[src/rtl/dacspi_responder_if.sv]
// SPI link between dacspi (master) and the LTC2624 responder (slave).
// Pin-level signals only; the system clock and reset stay outside.
interface dacspi_responder_if;
  logic SPI_SCK;
  logic SPI_MOSI;
  logic DAC_CS;
  logic DAC_CLR;
  logic DAC_OUT;

  modport master (output SPI_SCK, output SPI_MOSI, output DAC_CS, output DAC_CLR, input DAC_OUT);
  modport slave  (input SPI_SCK, input SPI_MOSI, input DAC_CS, input DAC_CLR, output DAC_OUT);
endinterface

[src/rtl/dacspi_responder.sv]
// LTC2624 responder: decodes 32-bit SPI frames into 4 input/DAC registers and echoes the previous frame.
// Register updates and word_valid land 4 CLK50MHZ cycles after the CS rising edge; no backpressure.
module dacspi_responder #(
  parameter int WORD_BITS = 32,
  parameter int DATA_BITS = 12
) (
  input  logic                   CLK50MHZ,
  input  logic                   RST,
  dacspi_responder_if.slave      spi,
  output logic [4*DATA_BITS-1:0] dac_val,
  output logic [3:0]             pwrdn,
  output logic                   word_valid,
  output logic [WORD_BITS-1:0]   last_word,
  output logic                   frame_err
);
  localparam logic [1:0] IDLE   = 2'd0;
  localparam logic [1:0] SHIFT  = 2'd1;
  localparam logic [1:0] DECODE = 2'd2;
  localparam logic [5:0] WORD_CNT = 6'(WORD_BITS);

  logic [2:0] sck_q, cs_q;
  logic [1:0] mosi_q, clr_q;
  logic       sck_rise, sck_fall, cs_fall, cs_rise;

  logic [1:0]           state_q, state_d;
  logic [5:0]           cnt_q, cnt_d;
  logic [WORD_BITS-1:0] shreg_q, shreg_d;
  logic [WORD_BITS-1:0] echo_q, echo_d;
  logic [WORD_BITS-1:0] last_q, last_d;
  logic [DATA_BITS-1:0] inp_q [4];
  logic [DATA_BITS-1:0] inp_d [4];
  logic [DATA_BITS-1:0] dac_q [4];
  logic [DATA_BITS-1:0] dac_d [4];
  logic [3:0]           pwrdn_q, pwrdn_d;
  logic                 wv_q, wv_d, err_q, err_d;

  logic [3:0]           cmd, addr, sel;
  logic [DATA_BITS-1:0] data;

  // Index 2 is the previous synchronized sample, used only for edge detection
  assign sck_rise = sck_q[1] & ~sck_q[2];
  assign sck_fall = ~sck_q[1] & sck_q[2];
  assign cs_fall  = ~cs_q[1] & cs_q[2];
  assign cs_rise  = cs_q[1] & ~cs_q[2];

  assign cmd  = shreg_q[23:20];
  assign addr = shreg_q[19:16];
  assign data = shreg_q[4 +: DATA_BITS];

  always_comb begin
    sel = 4'b0000;
    if (addr == 4'hF)     sel = 4'b1111;
    else if (addr < 4'd4) sel = 4'b0001 << addr[1:0];
  end

  always_comb begin
    state_d = state_q;
    cnt_d   = cnt_q;
    shreg_d = shreg_q;
    echo_d  = echo_q;
    last_d  = last_q;
    inp_d   = inp_q;
    dac_d   = dac_q;
    pwrdn_d = pwrdn_q;
    wv_d    = 1'b0;
    err_d   = 1'b0;
    case (state_q)
      IDLE: begin
        if (cs_fall) begin
          state_d = SHIFT;
          cnt_d   = 6'd0;
          echo_d  = last_q;
        end
      end
      SHIFT: begin
        if (sck_rise) begin
          shreg_d = {shreg_q[WORD_BITS-2:0], mosi_q[1]};
          if (cnt_q != 6'd63) cnt_d = cnt_q + 6'd1;
        end
        if (sck_fall) echo_d = {echo_q[WORD_BITS-2:0], 1'b0};
        if (cs_rise) begin
          if (cnt_q == WORD_CNT) begin
            state_d = DECODE;
          end else begin
            state_d = IDLE;
            err_d   = 1'b1;
          end
        end
      end
      DECODE: begin
        state_d = IDLE;
        wv_d    = 1'b1;
        last_d  = shreg_q;
        for (int n = 0; n < 4; n++) begin
          if (sel[n]) begin
            case (cmd)
              4'h0, 4'h2: inp_d[n] = data;
              4'h1: begin
                dac_d[n]   = inp_q[n];
                pwrdn_d[n] = 1'b0;
              end
              4'h3: begin
                inp_d[n]   = data;
                dac_d[n]   = data;
                pwrdn_d[n] = 1'b0;
              end
              4'h4:    pwrdn_d[n] = 1'b1;
              default: ;
            endcase
          end
        end
        // Update-all uses the input bank including the value just written
        if (cmd == 4'h2 && sel != 4'b0000) begin
          for (int n = 0; n < 4; n++) dac_d[n] = inp_d[n];
          pwrdn_d = 4'b0000;
        end
      end
      default: state_d = IDLE;
    endcase
    if (!clr_q[1]) begin
      for (int n = 0; n < 4; n++) begin
        inp_d[n] = '0;
        dac_d[n] = '0;
      end
    end
  end

  always_ff @(posedge CLK50MHZ or negedge RST) begin
    if (!RST) begin
      sck_q   <= '0;
      cs_q    <= '0;
      mosi_q  <= '0;
      clr_q   <= '0;
      state_q <= IDLE;
      cnt_q   <= '0;
      shreg_q <= '0;
      echo_q  <= '0;
      last_q  <= '0;
      pwrdn_q <= '0;
      wv_q    <= 1'b0;
      err_q   <= 1'b0;
      for (int n = 0; n < 4; n++) begin
        inp_q[n] <= '0;
        dac_q[n] <= '0;
      end
    end else begin
      sck_q   <= {sck_q[1:0], spi.SPI_SCK};
      cs_q    <= {cs_q[1:0], spi.DAC_CS};
      mosi_q  <= {mosi_q[0], spi.SPI_MOSI};
      clr_q   <= {clr_q[0], spi.DAC_CLR};
      state_q <= state_d;
      cnt_q   <= cnt_d;
      shreg_q <= shreg_d;
      echo_q  <= echo_d;
      last_q  <= last_d;
      pwrdn_q <= pwrdn_d;
      wv_q    <= wv_d;
      err_q   <= err_d;
      inp_q   <= inp_d;
      dac_q   <= dac_d;
    end
  end

  assign spi.DAC_OUT = (state_q == SHIFT) ? echo_q[WORD_BITS-1] : 1'b0;
  assign dac_val     = {dac_q[3], dac_q[2], dac_q[1], dac_q[0]};
  assign pwrdn       = pwrdn_q;
  assign word_valid  = wv_q;
  assign last_word   = last_q;
  assign frame_err   = err_q;
endmodule
[src/flat_wrapper.sv]
// flat-port wrapper written by rule: the top's interface ports become plain ports
module dacspi_responder_flat 
#(
  parameter int WORD_BITS = 32,
  parameter int DATA_BITS = 12
)
  (CLK50MHZ, RST, dac_val, pwrdn, word_valid, last_word, frame_err, spi_SPI_SCK, spi_SPI_MOSI, spi_DAC_CS, spi_DAC_CLR, spi_DAC_OUT);
  dacspi_responder_if spi_i ();
  input  logic CLK50MHZ;
  input  logic RST;
  output logic [4*DATA_BITS-1:0] dac_val;
  output logic [3:0] pwrdn;
  output logic word_valid;
  output logic [WORD_BITS-1:0] last_word;
  output logic frame_err;
  input wire logic [$bits(spi_i.SPI_SCK)-1:0] spi_SPI_SCK;
  input wire logic [$bits(spi_i.SPI_MOSI)-1:0] spi_SPI_MOSI;
  input wire logic [$bits(spi_i.DAC_CS)-1:0] spi_DAC_CS;
  input wire logic [$bits(spi_i.DAC_CLR)-1:0] spi_DAC_CLR;
  output wire logic [$bits(spi_i.DAC_OUT)-1:0] spi_DAC_OUT;
  assign spi_i.SPI_SCK = spi_SPI_SCK;
  assign spi_i.SPI_MOSI = spi_SPI_MOSI;
  assign spi_i.DAC_CS = spi_DAC_CS;
  assign spi_i.DAC_CLR = spi_DAC_CLR;
  assign spi_DAC_OUT = spi_i.DAC_OUT;
  dacspi_responder #(.WORD_BITS(WORD_BITS), .DATA_BITS(DATA_BITS)) u_core (.CLK50MHZ(CLK50MHZ), .RST(RST), .spi(spi_i), .dac_val(dac_val), .pwrdn(pwrdn), .word_valid(word_valid), .last_word(last_word), .frame_err(frame_err));
endmodule
[config.mk]
export PLATFORM = sky130hd
export DESIGN_NAME = dacspi_responder_flat
export DESIGN_NICKNAME = d
export VERILOG_FILES = /design/src/rtl/dacspi_responder_if.sv /design/src/rtl/dacspi_responder.sv /design/src/flat_wrapper.sv
export SDC_FILE = /design/constraint.sdc
export NUM_CORES = 1
export LEC_CHECK = 0
export CAP_MARGIN = 25
export CORE_MARGIN = 2
export CORE_UTILIZATION = 47
export DETAILED_ROUTE_END_ITERATION = 12
export PLACE_DENSITY = 0.74
export RECOVER_POWER = 100
export REMOVE_ABC_BUFFERS = 1
export SLEW_MARGIN = 20
export SYNTH_ARGS = -nofsm -noshare
export SYNTH_HDL_FRONTEND = slang
export SYNTH_SLANG_ARGS = --single-unit
[constraint.sdc]
create_clock -name CLK50MHZ -period 3.5 [get_ports CLK50MHZ]
set_input_delay 0.35 -clock CLK50MHZ [delete_from_list [all_inputs] [get_ports CLK50MHZ]]
set_output_delay 0.35 -clock CLK50MHZ [all_outputs]
set_load 0.05 [all_outputs]
==> key figures <==
Synthesis
  – Xor and xnor area share after synthesis: 0.262%
  – Cell area after synthesis: 0.0100 mm2
  – Cell accounting for the most synthesized area: dfrtp_1
  – Adder and majority gate portion of the synthesized area: 0.250%
  – Syn_area_per_cell: 10.3 um2
  – Ys Warns: 0
  – Synth Area in Simple Gates: 13.9%
  – Compound-Gate Fraction of Synth Area: 12.3%
  – Synth Instances: 975
  – Synth Flop Type: dfrtp_1
  – Largest cells by area after synthesis: dfrtp_1, nand2_1, mux2_2, mux2i_1, a221oi_1
  – Post-synthesis mux area share: 15.9%
  – Main combinational cell family by area after synthesis: multiplexers
  – Synth top area share: 54.0%
  – #FFs+latches synth: 216
  – Register area share after synthesis: 54.0%
  – Share of flip-flops with an asynchronous set or reset: 100%
  – Yosys cell types: 49
  – Post-synth EDFFs: 0

Cells and area
  – Core Util, Final: 57.3%
  – Fin nets: 1,054
  – Area delta synth->final: 19.9%
  – Share of layout cells above drive strength 1: 14.9%
  – Antenna cells: 0

Routing
  – Routed vias: 7,662
  – WL final: 24.3 mm
  – DR pass1 iterations: 5
  – ANT nets after route: 0
  – DRT iter0 DRCs: 569
  – Drt drc: 0
  – Via density per instance: 5.73
  – Post-DR wirelength/cell: 18.2 um

Run status
  – Status: finished with violations
  – Failing checks: max-capacitance violations, max-slew violations

Worst setup path
  – Startpoint Class: register
  – Worst Path Arrival: 3.47 ns
  – Kind of critical path: reg2reg
  – Critical Path End Type: register
  – CP required: 3.95 ns
  – Largest fanout on the critical path: 18

Place
  – Detail Placement HPWL: 15.8 mm
  – PortBufs: 92
  – Final GP Congestion: 0.889

STA
  – Crit share post-route: 86.3%
  – Final Max Tran Viols: 74
  – Minimum clock period: 3.02 ns
  – Final hold vios: 0
  – Clk_skew: 0.00702 ns
  – FMAX: 331 MHz
  – Final setup violating endpoints: 0
  – Relative slew slack: -28.1%
  – RSZ-0062 raised after global routing: no
  – Tightest Pin Transition: 1.92 ns
  – Final setup TNS: 0 ns

Clocking
  – PostCTS Resize Cnt: 0
  – # H-tree levels: 1
  – CTS tree: yes
  – CTS sink cnt: 216
  – Clk slew on worst S/H paths: 0.06 ns
  – CTS buffer count: 24
  – CTS Root Cell: clkbuf_16
  – Postcts setup bufs: 0
  – Worst-case clock buffer depth: 3
  – Worst skew pair latency: 0.51 ns

Die
  – Core area: 0.0210 mm2
  – Row cnt: 53
  – Num ports: 93
  – Die Y: 150 um
  – Die area: 0.0225 mm2
  – Starting density of the core: 47.8%
  – Die width: 150 um

Global routing
  – Largest net degree at the start of global routing: 75
  – Vias in the first global route: 7,438
  – Global-route wire length before repair: 39.7 mm
  – Antenna violations before repair: 0
  – GRT Resource Usage Total: 22.1%
  – Global route total overflow: 0

Job
  – Max-cap violations: 1

Pwr
  – Peak supply drop: 0.000314 V
  – PD cells: 460 mW/mm2
  – P_leak: 0.00559 uW

Hold path
  – Hold Path Class: reg2reg
-- report_power, final --
part,total [uW],internal (uW),switching [uW]
Sequential,2720,2560,154
Combinational,285,121,164
Clock,2520,1530,988
-- repair_timing --
item                                   4_1_cts  5_1_grt
endpoints found under the hold margin       70        0
hold buffers                                 1        0
setup endpoints to repair                    0        0
-- area by class of cell --
class | instances | area [um2]
clock inverter | 9 | 100
clock buffer | 34 | 699
fill | 1798 | 8940
tap | 275 | 344
timing repair buffer | 123 | 1160
inverter | 6 | 22.5
multi-input combinational | 675 | 4280
sequential | 216 | 5410
-- per-layer routing --
metal  global-route usage [%]  wire [um]
met1                     31.2      10700
met2                     35.4      11500
met3                     3.20       1580
met4                     7.03        594
met5                        0          0
-- cells in the final DEF, fill, tap and decap left out, types with 2 or more instances in the layout --
master,instances
nor4b_1,3
and3_1,2
or4b_4,2
ha_1,2
clkinvlp_4,2
clkbuf_16,25
and2_1,3
nor3_1,4
mux2_2,81
nand2_1,290
xor2_1,3
a21oi_1,78
bufinv_16,2
a211oi_4,2
a221oi_1,48
nor2_1,11
nand2b_1,3
clkinv_2,5
o22a_1,4
dlygate4sd3_1,92
o21ai_0,35
dfrtp_1,216
mux2i_1,68
and4_1,2
buf_4,22
o21ai_1,2
clkbuf_2,3
clkbuf_1,9
inv_1,5
clkbuf_8,4
or2_2,2
a31oi_1,4
nand3_1,6
-- state kept, by name, indices dropped and copies added (netlist names), 2 cells and up --
name	cells
u_core.cnt_q	6
u_core.pwrdn	4
u_core.clr_q	2
u_core.sck_q	3
u_core.shreg_q	32
u_core.dac_val	48
u_core.mosi_q	2
u_core.state_q	2
u_core.cs_q	3
u_core.last_word	32
u_core.inp_q	48
u_core.echo_q	32
-- worst max-delay path, cell delays in order (launching register included) --
cell and delay [ns]:
dfrtp_1 0.51, nand4_2 0.31, a211oi_2 1.05, buf_4 0.34
a21oi_1 0.13, a221oi_1 0.39, mux2_2 0.21
-- through the flow --
stage	worst slack, ns	std cells	power (uW)	cell area [um2]	hold slack [ns]
6_report	0.479	1338	5530	12000	0.348
4_1_cts	0.798	1337	5560	12000	0.262
5_1_grt	0.302	1338	5740	12000	0.364
3_3_place_gp	0.928	1293	3040	11200	0.335
3_5_place_dp	0.841	1293	3040	11200	0.337
2_1_floorplan	-1.50	897	2870	9690	0.0544
-- cells by family after synthesis --
group	Yosys count
AOI/OAI and AO/OA	185
xor gates and xnor gates	3
adders and majority gates	2
buffers and inverters	84
DFF	216
muxes	149
and+or+nand+nor	336
-- final timing paths --
path	slack, ns	to	startpoint	depth (start not counted)
setup / recovery	0.48	u_core.dac_val[19]	u_core.shreg_q[18]	6
hold / removal	0.35	u_core.cs_q[1]	u_core.cs_q[0]	0
setup reg to reg	0.48	u_core.dac_val[19]	u_core.shreg_q[18]	6
hold reg to reg	0.35	u_core.cs_q[1]	u_core.cs_q[0]	0
max in group asynchronous	0.88	u_core.inp_q[27]	RST	3
min in group asynchronous	0.91	u_core.dac_val[47]	RST	2
-- Yosys cell counts (5+ instances only) --
cell,count
a21oi_1,78
a221oi_1,48
a31oi_1,5
buf_1,5
buf_2,12
clkbuf_1,58
dfrtp_1,216
inv_1,5
mux2_2,81
mux2i_1,68
nand2_1,290
nand3_1,6
nor2_1,11
o21ai_0,33
No activity file was read; power rests on OpenSTA's default activity.
